==> src/rtl/adc_fill_seq_if.sv <==
// adc_fill_seq_if: run-control, fill-counter and sample-buffer signals of the fill sequencer.
// Latency: none, plain wires; the sequencer registers every output it drives.
// Backpressure: none; every signal is a strobe or a level with no ready.
`timescale 1ns/1ps
interface adc_fill_seq_if #(
    parameter int NSAMP_W   = 16,
    parameter int HOLDOFF_W = 8
);
    logic                 run_start;
    logic                 run_stop;
    logic                 trigger;
    logic [NSAMP_W-1:0]   num_samples;
    logic [HOLDOFF_W-1:0] holdoff_cycles;
    logic                 adc_valid;
    logic                 fill_init;
    logic                 fill_enable;
    logic                 capture_en;
    logic [NSAMP_W-1:0]   sample_idx;
    logic                 run_active;
    logic                 busy;
    logic [15:0]          trig_dropped;

    modport master (
        output run_start, run_stop, trigger, num_samples, holdoff_cycles, adc_valid,
        input  fill_init, fill_enable, capture_en, sample_idx, run_active, busy, trig_dropped
    );

    modport slave (
        input  run_start, run_stop, trigger, num_samples, holdoff_cycles, adc_valid,
        output fill_init, fill_enable, capture_en, sample_idx, run_active, busy, trig_dropped
    );
endinterface

==> src/rtl/adc_fill_seq.sv <==
// adc_fill_seq: per-run/per-fill sequencer; optional post-fill holdoff under ADC_FILL_SEQ_HOLDOFF_EN.
// Latency: outputs registered; capture_en one cycle after an accepted trigger, fill_enable one cycle after the final sample.
// Backpressure: none; triggers arriving during a run but outside ARMED are dropped and counted (saturating).
`timescale 1ns/1ps
module adc_fill_seq #(
    parameter int NSAMP_W      = 16,
    parameter int INIT_STRETCH = 4
) (
    input  logic          clk,
    input  logic          rst_n,
    adc_fill_seq_if.slave bus
);
    localparam logic [2:0] ST_IDLE    = 3'd0;
    localparam logic [2:0] ST_INIT    = 3'd1;
    localparam logic [2:0] ST_ARMED   = 3'd2;
    localparam logic [2:0] ST_CAPTURE = 3'd3;
    localparam logic [2:0] ST_DONE    = 3'd4;
    localparam logic [2:0] ST_HOLDOFF = 3'd5;

    // INIT lasts INIT_STRETCH pulse cycles plus 3 cycles for the counter's init synchronizer.
    localparam int INIT_LAST  = INIT_STRETCH + 2;
    localparam int INIT_CNT_W = $clog2(INIT_LAST + 1);

    logic [2:0]            state_q, state_d;
    logic [INIT_CNT_W-1:0] init_cnt_q, init_cnt_d;
    logic [NSAMP_W-1:0]    idx_q, idx_d;
    logic [NSAMP_W-1:0]    nlast_q, nlast_d;
    logic                  stop_q, stop_d;
    logic [15:0]           drop_q, drop_d;
    logic                  fill_init_q, fill_enable_q, capture_en_q, run_active_q, busy_q;
`ifdef ADC_FILL_SEQ_HOLDOFF_EN
    localparam int HOLD_W = $bits(bus.holdoff_cycles);
    logic [HOLD_W-1:0]     hold_q, hold_d;
`endif

    always_comb begin
        state_d    = state_q;
        init_cnt_d = init_cnt_q;
        idx_d      = idx_q;
        nlast_d    = nlast_q;
        stop_d     = stop_q;
        drop_d     = drop_q;
`ifdef ADC_FILL_SEQ_HOLDOFF_EN
        hold_d     = hold_q;
`endif
        if (bus.trigger && state_q != ST_IDLE && state_q != ST_ARMED && drop_q != 16'hFFFF)
            drop_d = drop_q + 16'd1;

        case (state_q)
            ST_IDLE: begin
                if (bus.run_start) begin
                    state_d    = ST_INIT;
                    init_cnt_d = '0;
                    drop_d     = '0;
                end
            end
            ST_INIT: begin
                if (bus.run_stop) stop_d = 1'b1;
                if (init_cnt_q == INIT_CNT_W'(INIT_LAST))
                    state_d = stop_d ? ST_IDLE : ST_ARMED;
                else
                    init_cnt_d = init_cnt_q + 1'b1;
            end
            ST_ARMED: begin
                // A stop in the same cycle as a trigger wins and the trigger is not counted.
                if (bus.run_stop) begin
                    state_d = ST_IDLE;
                end else if (bus.trigger) begin
                    state_d = ST_CAPTURE;
                    idx_d   = '0;
                    nlast_d = (bus.num_samples == '0) ? '0 : bus.num_samples - 1'b1;
`ifdef ADC_FILL_SEQ_HOLDOFF_EN
                    hold_d  = bus.holdoff_cycles;
`endif
                end
            end
            ST_CAPTURE: begin
                if (bus.run_stop) stop_d = 1'b1;
                if (bus.adc_valid) begin
                    if (idx_q == nlast_q) begin
                        state_d = ST_DONE;
                        idx_d   = '0;
                    end else begin
                        idx_d = idx_q + 1'b1;
                    end
                end
            end
            ST_DONE: begin
                if (bus.run_stop) stop_d = 1'b1;
`ifdef ADC_FILL_SEQ_HOLDOFF_EN
                if (hold_q != '0)
                    state_d = ST_HOLDOFF;
                else
                    state_d = stop_d ? ST_IDLE : ST_ARMED;
`else
                state_d = stop_d ? ST_IDLE : ST_ARMED;
`endif
            end
`ifdef ADC_FILL_SEQ_HOLDOFF_EN
            ST_HOLDOFF: begin
                if (bus.run_stop) stop_d = 1'b1;
                if (hold_q <= HOLD_W'(1))
                    state_d = stop_d ? ST_IDLE : ST_ARMED;
                else
                    hold_d = hold_q - 1'b1;
            end
`endif
            default: state_d = ST_IDLE;
        endcase

        if (state_d == ST_IDLE) stop_d = 1'b0;
    end

    always_ff @(posedge clk or negedge rst_n) begin
        if (!rst_n) begin
            state_q       <= ST_IDLE;
            init_cnt_q    <= '0;
            idx_q         <= '0;
            nlast_q       <= '0;
            stop_q        <= 1'b0;
            drop_q        <= '0;
            fill_init_q   <= 1'b0;
            fill_enable_q <= 1'b0;
            capture_en_q  <= 1'b0;
            run_active_q  <= 1'b0;
            busy_q        <= 1'b0;
        end else begin
            state_q       <= state_d;
            init_cnt_q    <= init_cnt_d;
            idx_q         <= idx_d;
            nlast_q       <= nlast_d;
            stop_q        <= stop_d;
            drop_q        <= drop_d;
            // Outputs are decoded from the next state so they line up with the state register.
            fill_init_q   <= (state_d == ST_INIT) && (init_cnt_d < INIT_CNT_W'(INIT_STRETCH));
            fill_enable_q <= (state_d == ST_DONE);
            capture_en_q  <= (state_d == ST_CAPTURE);
            run_active_q  <= (state_d != ST_IDLE);
            busy_q        <= (state_d == ST_INIT) || (state_d == ST_CAPTURE) ||
                             (state_d == ST_DONE) || (state_d == ST_HOLDOFF);
        end
    end

`ifdef ADC_FILL_SEQ_HOLDOFF_EN
    always_ff @(posedge clk or negedge rst_n) begin
        if (!rst_n) hold_q <= '0;
        else        hold_q <= hold_d;
    end
`endif

    assign bus.fill_init    = fill_init_q;
    assign bus.fill_enable  = fill_enable_q;
    assign bus.capture_en   = capture_en_q;
    assign bus.sample_idx   = idx_q;
    assign bus.run_active   = run_active_q;
    assign bus.busy         = busy_q;
    assign bus.trig_dropped = drop_q;
endmodule

==> src/flat_wrapper.sv <==
// flat-port wrapper written by rule: the top's interface ports become plain ports
module adc_fill_seq_flat 
#(
    parameter int NSAMP_W      = 16,
    parameter int INIT_STRETCH = 4
)
  (clk, rst_n, bus_run_start, bus_run_stop, bus_trigger, bus_num_samples, bus_holdoff_cycles, bus_adc_valid, bus_fill_init, bus_fill_enable, bus_capture_en, bus_sample_idx, bus_run_active, bus_busy, bus_trig_dropped);
  adc_fill_seq_if #(.NSAMP_W(NSAMP_W), .HOLDOFF_W((8))) bus_i ();
  input  logic clk;
  input  logic rst_n;
  input wire logic [$bits(bus_i.run_start)-1:0] bus_run_start;
  input wire logic [$bits(bus_i.run_stop)-1:0] bus_run_stop;
  input wire logic [$bits(bus_i.trigger)-1:0] bus_trigger;
  input wire logic [$bits(bus_i.num_samples)-1:0] bus_num_samples;
  input wire logic [$bits(bus_i.holdoff_cycles)-1:0] bus_holdoff_cycles;
  input wire logic [$bits(bus_i.adc_valid)-1:0] bus_adc_valid;
  output wire logic [$bits(bus_i.fill_init)-1:0] bus_fill_init;
  output wire logic [$bits(bus_i.fill_enable)-1:0] bus_fill_enable;
  output wire logic [$bits(bus_i.capture_en)-1:0] bus_capture_en;
  output wire logic [$bits(bus_i.sample_idx)-1:0] bus_sample_idx;
  output wire logic [$bits(bus_i.run_active)-1:0] bus_run_active;
  output wire logic [$bits(bus_i.busy)-1:0] bus_busy;
  output wire logic [$bits(bus_i.trig_dropped)-1:0] bus_trig_dropped;
  assign bus_i.run_start = bus_run_start;
  assign bus_i.run_stop = bus_run_stop;
  assign bus_i.trigger = bus_trigger;
  assign bus_i.num_samples = bus_num_samples;
  assign bus_i.holdoff_cycles = bus_holdoff_cycles;
  assign bus_i.adc_valid = bus_adc_valid;
  assign bus_fill_init = bus_i.fill_init;
  assign bus_fill_enable = bus_i.fill_enable;
  assign bus_capture_en = bus_i.capture_en;
  assign bus_sample_idx = bus_i.sample_idx;
  assign bus_run_active = bus_i.run_active;
  assign bus_busy = bus_i.busy;
  assign bus_trig_dropped = bus_i.trig_dropped;
  adc_fill_seq #(.NSAMP_W(NSAMP_W), .INIT_STRETCH(INIT_STRETCH)) u_core (.clk(clk), .rst_n(rst_n), .bus(bus_i));
endmodule
==> config.mk <==
export PLATFORM = sky130hd
export DESIGN_NAME = adc_fill_seq_flat
export DESIGN_NICKNAME = d
export VERILOG_FILES = /design/src/rtl/adc_fill_seq_if.sv /design/src/rtl/adc_fill_seq.sv /design/src/flat_wrapper.sv
export SDC_FILE = /design/constraint.sdc
export NUM_CORES = 1
export LEC_CHECK = 0
export CAP_MARGIN = 20
export CORE_ASPECT_RATIO = 0.5
export CORE_MARGIN = 1.5
export CORE_UTILIZATION = 30
export CTS_BUF_LIST = sky130_fd_sc_hd__clkbuf_8
export DETAILED_ROUTE_END_ITERATION = 8
export PLACE_DENSITY = 0.56
export RECOVER_POWER = 25
export SYNTH_ARGS = -nofsm -noshare
export SYNTH_HDL_FRONTEND = slang
export SYNTH_SLANG_ARGS = --single-unit
==> constraint.sdc <==
create_clock -name clk -period 5 [get_ports clk]
set_input_delay 1 -clock clk [delete_from_list [all_inputs] [get_ports clk]]
set_output_delay 1 -clock clk [all_outputs]
set_load 0.05 [all_outputs]
==> metrics, run 1 <==
crit-path max cell delay approximately 0.87 ns; max frequency ~360 MHz; critical path's slowest cell clkdlybuf4s50_1; Post-Syn Instances about 360; Root Buffer Master clkbuf_8; Die Span Y roughly 77 microns; Clk pwr share 0.232; reg2reg setup slack roughly 2.9 ns; die area approximately 0.012 sq mm; number of routed nets with antenna violations 0; top area cells in the synthesized netlist dfrtp_1 45%, xnor2_1 6.6%, nand2_1 5.9%; Inserted Clock Buffers 9; clk_lat worst skew 0.35 ns; CP Class reg -> out; Mapped Area between 0.003 and 0.004 sq mm; P_leak roughly 0.0018 uW; CP bufs+invs 1; Final period util 0.555; antenna cell count 0; Pwr Total ~1800 uW; WP data arrival 1.77 ns; crit-path cells clkdlybuf4s50_1; Slew Viols, Final 31; Post-Place Cells about 550; register area between 0.0015 and 0.002 sq mm; Commonest cells post-synth 60 x dfrtp_1, 52 x nand2_1, 34 x nor2_1; effective utilization at floorplan 0.316; first-pass GRT wire length between 10 and 15 mm; Setup Viol. Count Final 0; post-CTS resize count 0; DRC violations left 0; Max-Cap Viols 1; WHS about 0.51 ns; crit end category primary output; RSZ-0062 raised after global routing no; asr flop ratio synth 1.00; Multi-input gate area 0.00170 sq mm; Setup TNS 0 ns; Post-CTS Setup Inserts 0; initial antenna violation count 0; largest net degree at the start of global routing 32; Hold Path Class reg -> reg; Layout fillers ~1100; num rows 26; Final Skew about 0.014 ns; CTS HTree Levels 3; CTS Hold Bufs 0; Post-Route WL approximately 7.6 mm; # port buffers 58; core area 0.0105 sq mm; crit path launch type register; yosys warns 0; Crit path max-delay family buffers and inverters; sequential area share after synthesis 0.454; Tmin final between 2 and 3 ns; GR Overflow Total 0; Ports 67; CTS tree yes; share of cells above drive strength 1 0.0708; Required @ worst endpoint around 4 ns; Final #Nets ~450; CTS clock-pin slew for the worst setup and hold paths about 0.070 ns; CP max FO 9; drt pass-1 iters 4; ys flop type dfrtp_1; post-synth top area cell dfrtp_1; Flop pwr share 0.413; Finished Layout Cells between 500 and 600; Cell variety after synth 52; vias after detailed routing 2697; HPWL Detailed around 5.6 mm; Tot GR Track Use 0.142; syn_area_per_cell 9.24 sq um; area grow syn2layout 27.0%; failing checks capacitance limit, slew limit; sw frac 0.396; vias per cell about 4.8; Worst Tran Pin Value approximately 1.6 ns; most common cell in the netlist dfrtp_1; flops & latches, synth 60; pwr/cell area around 430 mW/mm^2; Sw Pwr slightly above 700 uW; Final Hold Vio Count 0; Worst VDD drop 0.114 mV; outcome finished with violations; CTS max path bufs 2; top cell type's share of synthesized area 0.454; relative slew slack -0.0641; Gate power share 0.355; Die Wd between 150 and 200 microns; CTS sink count 60; RD Place Congestion ~0.77; initial drt markers 105; EDFF count, synth 0; vias in the first global route between 2000 and 3000; Synth Net Count around 390; cell internal pwr between 1000 and 1500 uW; Avg WL per Cell 13.5 microns
[state kept, by name (all words and copies together) (netlist names)]
signal	cells
u_core.bus.sample_idx	16
u_core.bus.trig_dropped	16
u_core.nlast_q	16
u_core.init_cnt_q	3
u_core.state_q	3
u_core.bus.busy	1
u_core.bus.capture_en	1
u_core.bus.fill_enable	1
u_core.bus.fill_init	1
u_core.bus.run_active	1
u_core.stop_q	1
[path summary, 6_finish.rpt]
| check | end | startpoint | cells after the start |
|---|---|---|---|
| worst max-delay path | bus_sample_idx[8] | u_core.bus.sample_idx[8] | 1 |
| worst min-delay path | u_core.nlast_q[12] | u_core.nlast_q[12] | 2 |
| worst max register to register | u_core.bus.sample_idx[15] | u_core.bus.sample_idx[8] | 5 |
| worst min register to register | u_core.nlast_q[12] | u_core.nlast_q[12] | 2 |
| max in group asynchronous | u_core.bus.trig_dropped[3] | rst_n | 2 |
| min in group asynchronous | u_core.bus.sample_idx[13] | rst_n | 1 |
[power groups by stage]
stage | registers (uW) | clock network (uW) | logic (uW)
after floorplan | 850 | 0 | 348
after global placement | 754 | 0 | 644
after detailed placement | 757 | 0 | 652
after CTS | 748 | 433 | 652
after global routing | 770 | 458 | 721
final | 747 | 418 | 642
[cells in the final DEF (no fill, tap or decap), types with 3 or more instances in the layout]
cell / count
nor2_1: 34
inv_1: 15
mux2i_1: 7
ha_1: 3
or3_1: 4
nor4_1: 9
nand4_1: 8
clkdlybuf4s50_1: 57
nor3_1: 15
dfrtp_1: 60
nand4b_1: 4
a21oi_1: 6
xnor2_1: 25
nor3b_1: 4
clkinv_2: 3
and4_1: 4
buf_4: 3
xor2_1: 21
o21ai_0: 26
nand3_1: 14
nand2_1: 52
clkbuf_8: 9
[cell type report]
| type | instances | area share |
|---|---|---|
| tap | 140 | 0.0417 |
| timing repair buffer | 61 | 0.142 |
| multi-input combinational | 274 | 0.404 |
| inverter | 13 | 0.0116 |
| clock inverter | 7 | 0.0143 |
| clock buffer | 9 | 0.0295 |
| sequential | 60 | 0.357 |
[layer usage]
metal	part of all wire	global-route usage	wire length, microns
met5	0	0	0
met4	0.011	0.0404	87
met3	0.042	0.0435	319
met2	0.44	0.220	3360
met1	0.51	0.190	3850
[through the flow]
| stage | setup WS [ns] | instance area (sq um) | util |
|---|---|---|---|
| final | 2.23 | 4200 | 0.401 |
| after global routing | 2.16 | 4200 | 0.401 |
| after CTS | 2.21 | 4200 | 0.401 |
| after detailed placement | 2.02 | 4020 | 0.384 |
| after global placement | 2.02 | 4020 | 0.384 |
| after floorplan | 2.59 | 3310 | - |
[cells by family after synthesis]
| kind of cell | count (synthesis) | share of synthesized area |
|---|---|---|
| and+or+nand+nor | 165 | 0.258 |
| DFF | 60 | 0.454 |
| AOI/OAI and AO/OA | 53 | 0.0998 |
| xor gates and xnor gates | 46 | 0.122 |
| buffers and inverters | 24 | 0.0340 |
| muxes | 7 | 0.0212 |
| adders and majority gates | 3 | 0.0113 |
Note: power is estimated with default switching activity, not from simulation.
==> inputs of run 2 (changes only) <==
==> constraint.sdc (replaced) <==
create_clock -name clk -period 2.7 [get_ports clk]
set_input_delay 0.54 -clock clk [delete_from_list [all_inputs] [get_ports clk]]
set_output_delay 0.54 -clock clk [all_outputs]
set_load 0.05 [all_outputs]
==> metrics, run 2 (same netlist as run 1, synthesis figures left out) <==
number of routed nets with antenna violations 0 (unchanged); CTS max path bufs 2 (unchanged); # port buffers 58 (unchanged); reg2reg setup slack 0.54 ns (-2.33 ns); Hold Path Class in -> async; CP Class reg -> out; RR Startpoint u_core.bus.sample_idx[8]; Crit path depth 1 (unchanged); Worst Tran Pin Value 1.20 ns (-0.398 ns); Post-Route WL 7.75 mm (+1.8%); Crit path max-delay family buffers and inverters; die area 0.0117 sq mm (unchanged); core area 0.0105 sq mm (unchanged); max frequency 434 MHz; crit-path max cell delay 0.87 ns (about the same); drt pass-1 iters 4 (unchanged); Die Span Y 77.3 microns (unchanged); RSZ-0062 raised after global routing no; Post-CTS Setup Inserts 0 (unchanged); share of cells above drive strength 1 0.0818 (+0.0110); post-CTS resize count 0 (unchanged); Multi-input gate area 0.00170 sq mm (unchanged); Final period util 0.854; Setup Viol. Count Final 0 (unchanged); CP max FO 8 (-1); vias in the first global route 2511 (-3.9%); first-pass GRT wire length 12.7 mm (-1.9%); Ports 67 (unchanged); CTS sink count 60 (unchanged); initial drt markers 132 (+26%); pre-CTS setup slack 0.176 ns (-1.85 ns); Root Buffer Master clkbuf_8; vias after detailed routing 2694 (-0.11%); CTS clock-pin slew for the worst setup and hold paths 0.07 ns (about the same); Avg WL per Cell 13.6 microns (+1.1%); DRC violations left 0 (unchanged); Tmin final roughly 2.3 ns; pwr/cell area 790 mW/mm^2 (+84%); effective utilization at floorplan 0.316 (unchanged); crit path launch type register; Final #Nets 456 (+0.88%); antenna cell count 0 (unchanged); Max-Cap Viols 0 (-1); Worst R2R Path Depth 5 (unchanged); largest net degree at the start of global routing 23 (-28%); Required @ worst endpoint 2.16 ns (-1.84 ns); Slew Viols, Final 0 (-100%); GR Overflow Total 0 (unchanged); Die Wd 152 microns (unchanged); P_leak 0.00178 uW (+0.67%); post-route setup slack 0.394 ns (-1.83 ns); CP bufs+invs 1 (unchanged); CTS Hold Bufs 0 (unchanged); RD Place Congestion 0.770 (-0.38%); register area 0.00150 sq mm (unchanged); relative slew slack 0.201 (+0.265); initial antenna violation count 0 (unchanged); Setup TNS 0 ns (unchanged); Final Skew 0.0115 ns (-0.00218 ns); Layout fillers 1074 (unchanged); crit end category primary output; CTS HTree Levels 3 (unchanged); num rows 26 (unchanged); CTS tree yes; HPWL Detailed 5.78 mm (+2.7%); critical path's slowest cell clkdlybuf4s50_1; WP data arrival 1.77 ns (about the same); Final Hold Vio Count 0 (unchanged); Inserted Clock Buffers 9 (unchanged); crit-path cells clkdlybuf4s50_1; outcome finished, final reports clean; Tot GR Track Use 0.140 (-0.00153); Reg2Reg Capture Point u_core.bus.sample_idx[4]; leading cell type in the layout, fill and taps excluded dfrtp_1; clk_lat worst skew 0.35 ns (about the same); area grow syn2layout 27.8%; WHS 0.413 ns (-0.0941 ns); Worst VDD drop 0.216 mV (+89%); most frequent cells in the layout 60 x dfrtp_1, 57 x clkdlybuf4s50_1, 52 x nand2_1; vias per cell 4.74 (-0.81%); Post-Route Utilization 0.404 (+0.00263)
run 2: cell types whose count changed in the layout (fill, tap and decap cells not counted), sizes merged:
cell	before	now
inv	15	13
bufinv	1	0
buf	3	5
clkbuf	10	15
run 2: final cells by class:
type / count / area share
clock buffer: 12 / 0.0391
clock inverter: 4 / 0.00533
inverter: 13 / 0.0115
multi-input combinational: 274 / 0.401
sequential: 60 / 0.355
tap: 140 / 0.0414
timing repair buffer: 65 / 0.147
run 2: routing by layer:
layer | up-vias | global-route usage | part of all wire
met2 | 55 | 0.200 | 0.44
met4 | 0 | 0.0462 | 0.012
met3 | 10 | 0.0423 | 0.043
met1 | 1244 | 0.200 | 0.50
met5 | - | 0 | 0
li1 | 1385 | - | -
run 2: power by group:
part	switching (uW)	internal, uW
Clock	361	403
Combinational	724	472
Sequential	238	1140
Total	1320	2020
run 2: worst max-delay path by stage:
stage	from	end	slack, ns
after floorplan	u_core.bus.trig_dropped[10]	u_core.bus.trig_dropped[3]	0.65
after global placement	bus_num_samples[8]	u_core.nlast_q[14]	0.18
after detailed placement	bus_num_samples[8]	u_core.nlast_q[14]	0.18
after CTS	u_core.bus.sample_idx[6]	bus_sample_idx[6]	0.36
after global routing	u_core.bus.sample_idx[8]	u_core.bus.sample_idx[15]	0.31
final	u_core.bus.sample_idx[6]	bus_sample_idx[6]	0.39
run 2: per-stage QoR:
step | cells | area (sq um) | power [uW]
after floorplan | 358 | 3310 | 2220
after CTS | 568 | 4240 | 3390
after global placement | 552 | 4050 | 2590
after detailed placement | 552 | 4050 | 2620
after global routing | 568 | 4230 | 3580
final | 568 | 4230 | 3340
